===== src/rtl/reset_seq_ctrl_pkg.sv =====
`default_nettype none
// ============================================================================
// Module      : reset_seq_ctrl_pkg
// Description : Shared types and constants for the reset sequencer.
// Revision    : 1.0 - initial release
// ============================================================================
package reset_seq_ctrl_pkg;

    // Single-bit logic alias used for internal control wires
    typedef logic ulogic1;

    // Width of the completed-sequence counter output
    localparam int SEQ_COUNT_W = 8;

    // Sequencer states, explicitly encoded
    typedef enum logic [1:0] {
        SYNC    = 2'd0,
        HOLD    = 2'd1,
        RELEASE = 2'd2,
        RUN     = 2'd3
    } seq_state_t;

endpackage : reset_seq_ctrl_pkg
`default_nettype wire


===== src/rtl/reset_seq_ctrl_sync.sv =====
`default_nettype none
// ============================================================================
// Module      : reset_sync
// Description : Asynchronous-assert / synchronous-deassert reset synchroniser.
//               The output rises SYNC_STAGES edges after resetN rises and
//               falls immediately when resetN falls.
// Revision    : 1.0 - initial release
// ============================================================================
module reset_sync #(
    parameter int SYNC_STAGES = 2
) (
    input  logic clk,
    input  logic resetN,
    output logic sync_out
);

    logic [SYNC_STAGES-1:0] r_chain;

    // Shift ones in after release; clear the whole chain on assertion
    always_ff @(posedge clk or negedge resetN) begin
        if (!resetN) begin
            r_chain <= '0;
        end else begin
            r_chain <= {r_chain[SYNC_STAGES-2:0], 1'b1};
        end
    end

    assign sync_out = r_chain[SYNC_STAGES-1];

endmodule : reset_sync
`default_nettype wire


===== src/rtl/reset_seq_ctrl.sv =====
`default_nettype none
// ============================================================================
// Module      : reset_seq_ctrl
// Description : Configurable reset sequencer. Synchronises the release of the
//               global async reset, holds all domains for HOLD_CYCLES, then
//               releases the domain resets in ascending order spaced by
//               STAGGER_CYCLES. A single-cycle sw_reset_req re-runs the hold
//               and release phases without re-synchronising.
// Revision    : 1.0 - initial release
// ============================================================================
module reset_seq_ctrl
    import reset_seq_ctrl_pkg::*;
#(
    parameter int NUM_DOMAINS    = 2,
    parameter int HOLD_CYCLES    = 2,
    parameter int STAGGER_CYCLES = 1,
    parameter int SYNC_STAGES    = 2,
    parameter int CNT_W          = 8
) (
    input  logic                   clk,
    input  logic                   resetN,
    input  logic                   sw_reset_req,
    output logic [NUM_DOMAINS-1:0] domain_resetH,
    output logic                   seq_busy,
    output logic                   seq_done,
    output logic [7:0]             seq_count
);

    localparam int IDX_W = (NUM_DOMAINS > 1) ? $clog2(NUM_DOMAINS) : 1;

    localparam logic [CNT_W-1:0]       c_hold_load  = CNT_W'(HOLD_CYCLES - 1);
    localparam logic [CNT_W-1:0]       c_stag_load  = (STAGGER_CYCLES > 0) ? CNT_W'(STAGGER_CYCLES - 1) : '0;
    localparam logic [IDX_W-1:0]       c_first_idx  = (NUM_DOMAINS > 1) ? IDX_W'(1) : '0;
    localparam logic [IDX_W-1:0]       c_last_idx   = IDX_W'(NUM_DOMAINS - 1);
    localparam logic [SEQ_COUNT_W-1:0] c_count_max  = '1;
    // Everything released on the HOLD exit edge when there is nothing to stagger
    localparam bit                     c_bulk_release = (NUM_DOMAINS == 1) || (STAGGER_CYCLES == 0);

    ulogic1                   w_sync_rel;
    seq_state_t               r_state;
    logic [CNT_W-1:0]         r_cnt;
    logic [IDX_W-1:0]         r_idx;
    logic [NUM_DOMAINS-1:0]   r_domain;
    logic                     r_busy;
    logic                     r_done;
    logic [SEQ_COUNT_W-1:0]   r_count;

    reset_sync #(
        .SYNC_STAGES (SYNC_STAGES)
    ) u_reset_sync (
        .clk      (clk),
        .resetN   (resetN),
        .sync_out (w_sync_rel)
    );

    // Sequencer FSM: state, hold/stagger counter, domain resets and status flags
    always_ff @(posedge clk or negedge resetN) begin
        if (!resetN) begin
            r_state  <= SYNC;
            r_cnt    <= '0;
            r_idx    <= '0;
            r_domain <= '1;
            r_busy   <= 1'b1;
            r_done   <= 1'b0;
            r_count  <= '0;
        end else begin
            case (r_state)
                SYNC: begin
                    if (w_sync_rel) begin
                        r_state <= HOLD;
                        r_cnt   <= c_hold_load;
                    end
                end

                HOLD: begin
                    if (sw_reset_req) begin
                        r_cnt <= c_hold_load;
                    end else if (r_cnt == '0) begin
                        if (c_bulk_release) begin
                            r_domain <= '0;
                            r_state  <= RUN;
                            r_busy   <= 1'b0;
                            r_done   <= 1'b1;
                            if (r_count != c_count_max) begin
                                r_count <= r_count + 1'b1;
                            end
                        end else begin
                            r_domain[0] <= 1'b0;
                            r_state     <= RELEASE;
                            r_cnt       <= c_stag_load;
                            r_idx       <= c_first_idx;
                        end
                    end else begin
                        r_cnt <= r_cnt - 1'b1;
                    end
                end

                RELEASE: begin
                    if (sw_reset_req) begin
                        // Re-assert anything already released and restart the hold
                        r_domain <= '1;
                        r_state  <= HOLD;
                        r_cnt    <= c_hold_load;
                    end else if (r_cnt == '0) begin
                        r_domain[r_idx] <= 1'b0;
                        if (r_idx == c_last_idx) begin
                            r_state <= RUN;
                            r_busy  <= 1'b0;
                            r_done  <= 1'b1;
                            if (r_count != c_count_max) begin
                                r_count <= r_count + 1'b1;
                            end
                        end else begin
                            r_idx <= r_idx + 1'b1;
                            r_cnt <= c_stag_load;
                        end
                    end else begin
                        r_cnt <= r_cnt - 1'b1;
                    end
                end

                RUN: begin
                    if (sw_reset_req) begin
                        r_domain <= '1;
                        r_state  <= HOLD;
                        r_cnt    <= c_hold_load;
                        r_busy   <= 1'b1;
                        r_done   <= 1'b0;
                    end
                end

                default: begin
                    r_state <= SYNC;
                end
            endcase
        end
    end

    assign domain_resetH = r_domain;
    assign seq_busy      = r_busy;
    assign seq_done      = r_done;
    assign seq_count     = r_count;

endmodule : reset_seq_ctrl
`default_nettype wire


===== config.mk =====
export PLATFORM = sky130hd
export DESIGN_NAME = reset_seq_ctrl
export DESIGN_NICKNAME = d
export VERILOG_FILES = /design/src/rtl/reset_seq_ctrl_pkg.sv /design/src/rtl/reset_seq_ctrl_sync.sv /design/src/rtl/reset_seq_ctrl.sv
export SDC_FILE = /design/constraint.sdc
export NUM_CORES = 1
export LEC_CHECK = 0
export ABC_CLOCK_PERIOD_IN_PS = 4500
export CORE_MARGIN = 2
export CORE_UTILIZATION = 51
export CTS_BUF_LIST = sky130_fd_sc_hd__clkbuf_4 sky130_fd_sc_hd__clkbuf_8
export DETAILED_ROUTE_END_ITERATION = 12
export DONT_BUFFER_PORTS = 1
export HOLD_SLACK_MARGIN = 0.15
export PLACE_DENSITY = 0.66
export SLEW_MARGIN = 20
export SYNTH_ARGS = -nofsm -noshare
export SYNTH_HDL_FRONTEND = slang
export SYNTH_HIERARCHICAL = 1
export SYNTH_SLANG_ARGS = --single-unit

===== constraint.sdc =====
create_clock -name clk -period 4.5 [get_ports clk]
set_clock_uncertainty 0.15 [all_clocks]
set_input_delay 0.9 -clock clk [delete_from_list [all_inputs] [get_ports clk]]
set_output_delay 0.9 -clock clk [all_outputs]
set_load 0.01 [all_outputs]

==> results.sh, run 1 <==
export IMPL_status="finished clean"
export IMPL_wl_mm=2.60
export IMPL_peakVddDrop_mv=0.354
export IMPL_finalInstanceArea_um2=1410
export IMPL_grt_pass1_wl_mm=4.36
export IMPL_core_um2=2500
export IMPL_layout_drive_gt1_share_pct=11.7
export IMPL_gp_congestion=0.852
export IMPL_max_slew_margin_pct=63.6
export IMPL_pin_count=15
export IMPL_num_nets_final=147
export IMPL_drtPass1Iterations=4
export IMPL_io_buffers=0
export IMPL_grt_overflow=0
export IMPL_htree_levels=1
export IMPL_power_density_nw_per_um2=589
export IMPL_netlist_area_um2=1350
export IMPL_critPathMaxFanout=14
export IMPL_num_vias=983
export IMPL_antenna_left=0
export IMPL_worstSetupEndpointType="flop"
export IMPL_crit_type="flop to flop"
export IMPL_cts_num_sinks=25
export IMPL_syn_area_per_cell_um2=9.98
export IMPL_rsz0062_at_grt="no"
export IMPL_leakage_uw=0.000651
export IMPL_n_antenna_cell=0
export IMPL_slew_viol_final=0
export IMPL_fill_cells=206
export IMPL_hold_viol=0
export IMPL_post_route_drc_count=0
export IMPL_avgRoutedWirePerCell_um=15.6
export IMPL_synth_common_cells="dfrtp_1 (22), inv_1 (10), nor2_1 (10)"
export IMPL_cts_buffers=3
export IMPL_tightest_slew_ns=0.545
export IMPL_finalSetupViolCount=0
export IMPL_syn_inst=135
export IMPL_die_w_um=55.4
export IMPL_antenna_found_initial=0
export IMPL_row_count=18
export IMPL_synth_largest_area_cell="dfrtp_1"
export IMPL_path_clk_slew_ns=0.14
export IMPL_drt_iter0_drc=44
export IMPL_synth_ff_type="dfrtp_1"
export IMPL_ys_async_sr_fraction_pct=100
export IMPL_clockBufferDepth=2
export IMPL_viasPerCell=5.89
export IMPL_hpwl_mm=1.89
export IMPL_tns_ns=0
export IMPL_clk_latency_ns=0.33
export IMPL_cp_slowest_stage_delay_ns=0.55
export IMPL_yosysMostFrequentCell="dfrtp_1"
export IMPL_synth_area_leaders="dfrtp_1 (41%), dfstp_2 (5.8%), ha_1 (5.6%)"
export IMPL_maxCapViolations=0
export IMPL_worstHoldPathType="flop to flop"
export IMPL_yosys_warnings=6
export IMPL_critical_path_cell_chain="inv_1, ha_1, nor3b_1, nand4_1, nor2_1, mux2_2"
export IMPL_syn_nets=144
export IMPL_root_buffer="clkbuf_4"
export IMPL_grt_pass1_vias=941
export IMPL_cp_data_arrival_time_ns=2.75
export IMPL_synth_top_area_share_pct=40.9
export IMPL_synth_seq_cells=25
export IMPL_synth_edf_count=0
export IMPL_cts_tree="done"
export IMPL_die_h_um=55.4
export IMPL_dp_cells=162
export IMPL_placed_area_um2=1370
export IMPL_grt_util_all_layers_pct=17.6
export IMPL_dieArea_um2=3070
export IMPL_ys_seq_area_share_pct=46.7
export IMPL_yosysUniqueCellTypes=40
export IMPL_max_freq_mhz=376
export IMPL_period_needed_ns=2.66
export IMPL_crit_slowest_cell="nand4_1"
export IMPL_area_growth_pct=4.46
export IMPL_grt_start_max_net_pins=23
export IMPL_period_share_pct=59.2
export IMPL_cp_required_ns=4.58
export IMPL_initial_core_util_pct=53.9
export IMPL_instances_no_fill=167
export IMPL_crit_path_start_kind="flop"
export IMPL_holdWs_ns=0.216
## final timing paths
| path | slack, ns | endpoint | cells after the start | from |
|---|---|---|---|---|
| setup / recovery | 1.84 | seq_count[1] | 6 | r_cnt[0] |
| setup reg to reg | 1.84 | seq_count[1] | 6 | r_cnt[0] |
| max in group asynchronous | 3.51 | r_cnt[1] | 1 | resetN |
| hold / removal | 0.22 | u_reset_sync/r_chain[1] | 0 | u_reset_sync/r_chain[0] |
| min in group asynchronous | 0.24 | domain_resetH[1] | 0 | resetN |
| hold reg to reg | 0.22 | u_reset_sync/r_chain[1] | 0 | u_reset_sync/r_chain[0] |
## sequential cells by signal (all words and copies together) (netlist names)
register,cells
seq_done,1
r_idx,1
domain_resetH,2
r_cnt,8
seq_busy,1
seq_count,8
u_reset_sync/r_chain,2
r_state,2
## metal layers
| metal | wire length (um) | vias to the layer above | global-route usage (%) |
|---|---|---|---|
| li1 | - | 492 | - |
| met2 | 1140 | 15 | 25.5 |
| met5 | 0 | - | 0 |
| met3 | 92 | 4 | 2.58 |
| met4 | 51 | 0 | 9.06 |
| met1 | 1320 | 472 | 25.3 |
## cells in the final DEF, fill, tap and decap left out, types with 2 or more instances in the layout
cell / netlist / final
inv_1: 10 / 10
nand3_1: 6 / 6
nor4_1: 3 / 3
nand2b_1: 4 / 4
or3_1: 2 / 2
a21o_1: 2 / 2
dfrtp_1: 22 / 22
dfstp_2: 3 / 3
mux2_2: 2 / 2
nor2_1: 10 / 10
o21ai_0: 7 / 7
nor3_1: 6 / 6
ha_1: 6 / 6
mux2i_1: 4 / 4
nand4_1: 3 / 3
xor2_1: 5 / 5
clkbuf_4: 0 / 3
a22o_1: 4 / 4
o31ai_1: 4 / 4
nand2_1: 6 / 6
a21oi_1: 5 / 5
## layout make-up
| cell class | instances | area [um^2] | share of cell area (%) |
|---|---|---|---|
| clock inverter | 1 | 7.51 | 0.533 |
| inverter | 10 | 37.5 | 2.67 |
| sequential | 25 | 629 | 44.7 |
| tap | 30 | 37.5 | 2.67 |
| timing repair buffer | 1 | 5.00 | 0.356 |
| multi-input combinational | 97 | 668 | 47.5 |
| clock buffer | 3 | 22.5 | 1.60 |
## timing repair
item / 4_1_cts / 5_1_grt
hold buffers: 1 / 0
setup buffers: 0 / 0
gates resized for setup: 0 / 0
hold endpoints to repair: 22 / 0
setup endpoints to repair: 0 / 0
## power breakdown
group	internal [uW]	switching [uW]
Combinational	149	205
Sequential	292	76.7
Clock	34.1	71.9
Total	475	354
## per-stage QoR
step,utilization [%],total power (uW),setup WS [ns]
floorplan,-,645,2.19
global placement,54.9,707,2.02
detailed placement,54.9,723,1.87
CTS,56.5,834,1.86
global route,56.3,894,1.55
finish,56.3,829,1.84
## worst max-delay path, delay by kind of cell, from the launching register on
| kind | cells | cell delay, ns |
|---|---|---|
| DFF | 1 | 0.42 |
| muxes | 1 | 0.37 |
| adders and majority gates | 1 | 0.20 |
| and+or+nand+nor | 3 | 1.34 |
| buffers and inverters | 1 | 0.10 |
## cell families (layout without fill, tap and decap cells)
| kind of cell | count (synthesis) | count (layout) | share of synthesized area (%) |
|---|---|---|---|
| and+or+nand+nor | 46 | 46 | 18.7 |
| buffers and inverters | 13 | 15 | 3.71 |
| other | 1 | 1 | 0.278 |
| AOI/OAI and AO/OA | 32 | 32 | 16.5 |
| DFF | 25 | 25 | 46.7 |
| adders and majority gates | 6 | 6 | 5.57 |
| xor gates and xnor gates | 6 | 6 | 3.90 |
| muxes | 6 | 6 | 4.64 |
(Power assumes the default switching activity.)
==> run 2: changes to the inputs <==
Settings changed: ABC_CLOCK_PERIOD_IN_PS 4500 to 2600.
Clock period 4.5 ns to 2.6 ns, I/O delays scaled along.
==> run 2 against run 1 <==
First-iteration DRC count fell by 48%. Via count rose by 3.6%. Maximum frequency rose by 18%. Cell area rose by 2.8%. Die area did not move. Worst setup slack got worse by 1.5 ns. Total power rose by 75%. Clock-buffer cell count did not move. Critical path type unchanged. Highest routed layer unchanged.
==> results.sh, run 2 (synthesis gave the netlist of run 1 again) <==
export IMPL_core_um2=2500
export IMPL_p_clk_share_pct=12.6
export IMPL_final_cell_mix="dfrtp_1 (22), inv_1 (10), nor2_1 (10), o21ai_0 (7)"
export IMPL_num_vias=1018
export IMPL_grt_util_all_layers_pct=17.9
export IMPL_wl_mm=2.63
export IMPL_period_needed_ns=2.25
export IMPL_antenna_left=0
export IMPL_cts_setup_buffers=0
export IMPL_rrSetupSlack_ns=0.35
export IMPL_grt_pass1_wl_mm=4.49
export IMPL_cts_num_sinks=25
export IMPL_worstHoldPathType="input pin to flop"
export IMPL_num_nets_final=150
export IMPL_grt_pass1_vias=945
export IMPL_grt_overflow=0
export IMPL_path_clk_slew_ns=0.16
export IMPL_worstReg2RegStart="r_cnt[0]"
export IMPL_drt_iter0_drc=23
export IMPL_max_freq_mhz=444
export IMPL_gp_congestion=0.794
export IMPL_hold_viol=0
export IMPL_slew_viol_final=0
export IMPL_cts_tree="done"
export IMPL_cp_startpoint="r_cnt[0]"
export IMPL_maxCapViolations=0
export IMPL_clockBufferDepth=2
export IMPL_multi_input_area_um2=668
export IMPL_viasPerCell=5.99
export IMPL_cts_buffers=3
export IMPL_period_share_pct=86.6
export IMPL_io_buffers=0
export IMPL_critical_path_endpoint="r_cnt[5]"
export IMPL_p_int_uw=836
export IMPL_die_w_um=55.4
export IMPL_crit_type="flop to flop"
export IMPL_drtPass1Iterations=4
export IMPL_power_share_combinational_pct=43.3
export IMPL_layout_drive_gt1_share_pct=12.9
export IMPL_tns_ns=0
export IMPL_peakVddDrop_mv=0.599
export IMPL_post_route_drc_count=0
export IMPL_htree_levels=1
export IMPL_leakage_uw=0.000670
export IMPL_root_buffer="clkbuf_4"
export IMPL_regArea_um2=629
export IMPL_p_seq_share_pct=44.2
export IMPL_sw_frac_of_total_pct=42.5
export IMPL_cp_required_ns=2.66
export IMPL_rsz0062_at_grt="no"
export IMPL_row_count=18
export IMPL_switching_power_uw=618
export IMPL_r2r_end="r_cnt[5]"
export IMPL_crit_path_start_kind="flop"
export IMPL_hpwl_mm=1.94
export IMPL_max_slew_margin_pct=59.9
export IMPL_final_common_cell="dfrtp_1"
export IMPL_n_antenna_cell=0
export IMPL_fill_cells=220
export IMPL_area_growth_pct=7.43
export IMPL_r2r_cells=6
export IMPL_antenna_found_initial=0
export IMPL_dieArea_um2=3070
export IMPL_critPathMaxFanout=5
export IMPL_initial_core_util_pct=53.9
export IMPL_tightest_slew_ns=0.597
export IMPL_finalSetupViolCount=0
export IMPL_die_h_um=55.4
export IMPL_power_density_nw_per_um2=1000
export IMPL_holdWs_ns=0.188
export IMPL_grt_start_max_net_pins=26
export IMPL_avgRoutedWirePerCell_um=15.5
export IMPL_clk_latency_ns=0.32
export IMPL_pin_count=15
export IMPL_worstSetupEndpointType="flop"
export IMPL_status="finished clean"
export IMPL_cp_data_arrival_time_ns=2.32
==> run 2: changes by cell type in the layout (fill, tap and decap cells not counted) <==
| cell | previous run | this run |
|---|---|---|
| dlygate4sd3_1 | 0 | 1 |
| buf_4 | 0 | 2 |
| buf_12 | 0 | 1 |
| buf_2 | 1 | 0 |
==> run 2: cell type report <==
type	instances	area share, %
inverters	10	2.59
clock buffers	3	1.56
well taps	30	2.59
repair buffers	4	3.11
clock inverters	1	0.519
flip-flops and latches	25	43.5
multi-input cells	97	46.2
==> run 2: per-layer routing <==
metal | track usage [%] | vias to the layer above | routed length (um) | part of all wire, %
li1 | - | 498 | - | -
met1 | 26.3 | 504 | 1310 | 50
met2 | 26.9 | 14 | 1210 | 46
met3 | 4.68 | 2 | 101 | 3.8
met4 | 3.14 | 0 | 12 | 0.46
met5 | 0 | - | 0 | 0
==> run 2: worst max-delay path: stages (launching register included) <==
cell	delay [ns]
dfrtp_1	0.43
inv_1	0.10
ha_1	0.20
or3b_2	0.49
nor3_2	0.36
nor3_1	0.16
a22o_1	0.25
==> run 2: how the worst min path moves through the flow <==
stage                            end  cells past startpoint    startpoint
floorplan                   r_cnt[0]                      0        resetN
global placement            r_cnt[7]                      0        resetN
detailed placement          r_cnt[7]                      0        resetN
CTS                 domain_resetH[1]                      2  sw_reset_req
global route                seq_busy                      2  sw_reset_req
finish              domain_resetH[1]                      2  sw_reset_req
==> run 2: power by group through the flow <==
stage	clock network, uW	logic [uW]	registers, uW
after floorplan	0	500	616
after global placement	0	599	643
after detailed placement	0	615	649
after CTS	188	633	641
after global routing	206	706	661
final	182	629	642
==> run 2: per-stage QoR <==
step	total power, uW	instances	area [um^2]	util, %	setup WS, ns
final	1450	170	1450	57.9	0.348
after global routing	1570	170	1450	57.9	0.177
after CTS	1460	170	1450	57.9	0.375
after detailed placement	1260	164	1390	55.5	0.394
after global placement	1240	164	1390	55.5	0.475
after floorplan	1120	135	1350	-	0.571
==> run 2: repair_timing <==
| action | 4_1_cts | 5_1_grt |
|---|---|---|
| resized for setup | 0 | 0 |
| hold buffers | 2 | 0 |
| hold endpoints to repair | 25 | 0 |
==> variant 1 (config.mk and constraints of run 2) <==
The parameter `CNT_W` goes from 8 to 10.
--- a/src/rtl/reset_seq_ctrl.sv
+++ b/src/rtl/reset_seq_ctrl.sv
@@ -15,7 +15,7 @@
     parameter int HOLD_CYCLES    = 2,
     parameter int STAGGER_CYCLES = 1,
     parameter int SYNC_STAGES    = 2,
-    parameter int CNT_W          = 8
+    parameter int CNT_W          = 10
 ) (
     input  logic                   clk,
     input  logic                   resetN,
Check against the original RTL: same outputs for any inputs over 10 cycles, from zero or initial values and one cycle with resetN low; that may be too few to reach the edited logic, so the function may still have changed.
==> variant 1 against run 2 <==
Sequential cell count up 2. Area after synthesis up 15%. Power up 0.37%. Setup slack worse by 0.024 ns. Cell area up 13%. Count of clock-buffer cells in the layout unchanged. Via count up 14%. Routed wire length up 16%. Final cell count up 8.8%. Critical endpoint is now seq_count[1].
==> variant 1: results (changes against run 2) <==
* DPL Wire Length at 2210 um (+14%)
* Proportion of layout cells with a drive suffix above 1 at 0.110 (-0.0182)
* Cell types with the highest counts after synthesis: dfrtp_1 (24), nor2_1 (11), nand2_1 (10), nand3_1 (9), inv_1 (8)
* Area fraction in compound gates after synthesis at 0.180 (+0.0146)
* Net count of the mapped netlist at 160 (+11%)
* Worst path slowest cell: dfrtp_1
* Sequential fraction of the synthesis area at 0.440 (-0.0270)
* Maximum number of pins on one net before global-route repair at 28 (+7.7%)
* Arrival time of the worst setup path at 2.36 ns (+0.04 ns)
* Share of cell area taken by muxes after synthesis at 0.0203 (-0.0262)
* Tot GR Track Use at 0.201 (+0.0218)
* Final GP Congestion at 0.854 (+7.6%)
* Drt initial violations at 39 (+70%)
* Instance count after placement with tap cells included at 179 (+9.1%)
* Main area contributors after synthesis: dfrtp_1 (39%), ha_1 (5.7%), dfstp_2 (5.1%), xor2_1 (3.4%), nand3_1 (2.9%)
* Area share of fa/ha/maj cells after synthesis at 0.0567 (+0.00102)
* Number of inserted filler cells in the final layout at 249 (+13%)
* Hold slack final at 0.205 ns (+0.0169 ns)
* Result of the run: finished, final reports clean
* Crit-path max cell delay at 0.44 ns (-0.05 ns)
* First-pass GRT wire length at 5370 um (+20%)
* Max FO, Critical Path at 9 (+4)
* Max_slew headroom at 0.539 (-0.0602)
* TritonCTS Buffers at 3 (unchanged)
* Vias/cell at 6.29 (+5.1%)
* Leak Pwr at 0.721 nW (+7.5%)
* Post-synthesis share of cell area spent on xor and xnor gates at 0.0340 (-0.00496)
* NumNets Final at 165 (+10%)
* Wire length per cell at 16.5 um (+6.7%)
* Unique masters post-synth at 49 (+23%)
variant 1: area by class of cell:
type / count / area (um2) / share of cell area
Multi-Input combinational cell: 112 / 818 / 0.502
Sequential cell: 27 / 679 / 0.416
Tap cell: 31 / 38.8 / 0.0238
Timing Repair Buffer: 3 / 37.5 / 0.0230
Inverter: 8 / 30.0 / 0.0184
Clock buffer: 3 / 22.5 / 0.0138
Clock inverter: 1 / 5.00 / 0.00307
variant 1: report_power, final:
part	switching, mW	total, mW	internal [mW]
Clock	0.121	0.178	0.0577
Sequential	0.138	0.662	0.524
Combinational	0.368	0.618	0.250
Total	0.627	1.46	0.832
variant 1: per-layer routing:
layer  global-route usage  routed length, um  part of all wire  vias to the layer above
met5                    0                  0                 0                        -
met4               0.0844                 38             0.012                        0
met3               0.0480                109             0.036                        4
met2                0.329               1520              0.50                       20
met1                0.254               1390              0.45                      570
li1                     -                  -                 -                      570
variant 1: through the flow:
step	total power, mW	instance area (um2)	setup WS, ns	util
after CTS	1.47	1630	0.314	0.582
after detailed placement	1.27	1570	0.322	0.561
final	1.46	1630	0.324	0.582
after floorplan	1.12	1540	0.536	-
after global routing	1.58	1630	0.151	0.582
after global placement	1.25	1570	0.417	0.561
variant 1: path summary, 6_finish.rpt:
kind | start | cells past startpoint | slack (ns) | to
min in group asynchronous | resetN | 2 | 0.46 | r_cnt[7]
worst max-delay path | r_state[0] | 6 | 0.32 | seq_count[1]
worst min-delay path | sw_reset_req | 1 | 0.20 | domain_resetH[1]
worst min register to register | u_reset_sync/r_chain[0] | 0 | 0.22 | u_reset_sync/r_chain[1]
max in group asynchronous | resetN | 2 | 1.61 | domain_resetH[1]
worst max register to register | r_state[0] | 6 | 0.32 | seq_count[1]
==> variant 2 (settings of run 2) <==
Without the edit above. Encoding of `seq_state_t`: now one-hot (4 bits for 4 states).
--- a/src/rtl/reset_seq_ctrl_pkg.sv
+++ b/src/rtl/reset_seq_ctrl_pkg.sv
@@ -13,11 +13,11 @@
     localparam int SEQ_COUNT_W = 8;
 
     // Sequencer states, explicitly encoded
-    typedef enum logic [1:0] {
-        SYNC    = 2'd0,
-        HOLD    = 2'd1,
-        RELEASE = 2'd2,
-        RUN     = 2'd3
+    typedef enum logic [3:0] {
+        SYNC    = 4'b0001,
+        HOLD    = 4'b0010,
+        RELEASE = 4'b0100,
+        RUN     = 4'b1000
     } seq_state_t;
 
 endpackage : reset_seq_ctrl_pkg
Formal check against the unedited RTL: same outputs for any inputs over 10 cycles, from zero or initial values and one cycle with resetN low; not proved beyond that.
==> variant 2 against run 2 <==
Synthesized cell count grew 11%. Sequential cell count grew 2. Setup slack gained 0.049 ns. Power grew 16%. Sequential power grew 17%. Non-clock buffer count is the same. Utilization shrank 0.97 points. Hold slack lost 0.0073 ns. Cell area grew 8.5%. Area after synthesis grew 10%. Routed wire length grew 4.2%. First-iteration DRC count grew 83%. Largest power group unchanged. Highest routed layer unchanged.
==> variant 2: results (changes against run 2) <==
* Comb power frac at 0.444 (+0.011)
* Clock transition at the register clock pins on the worst setup and hold paths after CTS at 0.14 ns (-0.02 ns)
* Proportion of layout cells with a drive suffix above 1 at 0.118 (-0.0102)
* Final GP Congestion at 0.855 (+7.7%)
* Tot GR Track Use at 0.179 (-0.000253)
* Worst r2r dst: r_state[1]
* Routed metal-1 wirelength at 1270 um (-3.0%)
* Post-Synthesis Mean Instance Area at 9.89 um2 (-0.89%)
* Grt met2 use at 0.287 (+0.0186)
* Area fraction in compound gates after synthesis at 0.167 (+0.00167)
* # hold bufs at CTS at 3 (+1)
* First-pass GRT wire length at 4680 um (+4.2%)
* Net count of the mapped netlist at 156 (+8.3%)
* Worst path slowest cell: dfrtp_1
* Sink Count at 27 (+8.0%)
* Instance count after placement with tap cells included at 175 (+6.7%)
* Fraction of area in multi-input gates at 0.474 (+0.0126)
* Destination of the worst hold path: seq_busy
* Sequential cell area at 681 um2 (+8.2%)
* Final Cell Area at 0.00157 mm2 (+8.5%)
* Standard cell area after detailed placement at 0.00149 mm2 (+7.4%)
* GR Util met3 at 0.0446 (-0.00220)
* Worst IR drop on VDD at 0.687 mV (+15%)
* Internal reg-to-reg setup slack at 0.40 ns (+0.05 ns)
* Result of the run: finished, final reports clean
* Number of inserted filler cells in the final layout at 232 (+5.5%)
* Wire length per cell at 15.0 um (-3.2%)
* Logic inverters at 7 (-3)
* Vias/cell at 6.07 (+1.4%)
* Drt initial violations at 42 (+83%)
* Layout buffering overhead excluding clock cells at 0.0319 (+0.000758)
* Routed length on met2 at 1320 um (+9.3%)
* Main area contributors after synthesis: dfrtp_1 (39%), dfstp_2 (7.1%), a21oi_1 (3.0%), nor2_1 (3.0%), xnor2_1 (3.0%)
* Hold slack final at 0.180 ns (-0.00731 ns)
* Layout clock buffers at 4 (+1)
-- variant 2: changes by cell type in the layout (fill, tap and decap cells not counted), moves of 3 or more --
cell / before / now
a21oi_1: 5 / 9
ha_1: 6 / 3
inv_1: 10 / 7
mux2i_1: 4 / 1
nand2_1: 6 / 9
nor2b_1: 1 / 5
xnor2_1: 1 / 5
-- variant 2: kinds of logic after synthesis --
group,Yosys count
compound gates,34
flops,27
other cells,1
simple gates,60
xor+xnor,8
fa+ha+maj,3
mux,4
buf+inv,13
-- variant 2: worst max path at each step --
stage	startpoint	cells past startpoint	slack (ns)	end
floorplan	sw_reset_req	6	0.56	seq_count[7]
global placement	r_cnt[4]	5	0.48	seq_count[7]
detailed placement	r_cnt[4]	5	0.43	r_state[1]
CTS	r_cnt[4]	5	0.40	r_state[1]
global route	r_state[2]	5	0.26	r_cnt[4]
finish	r_cnt[4]	5	0.40	r_state[1]
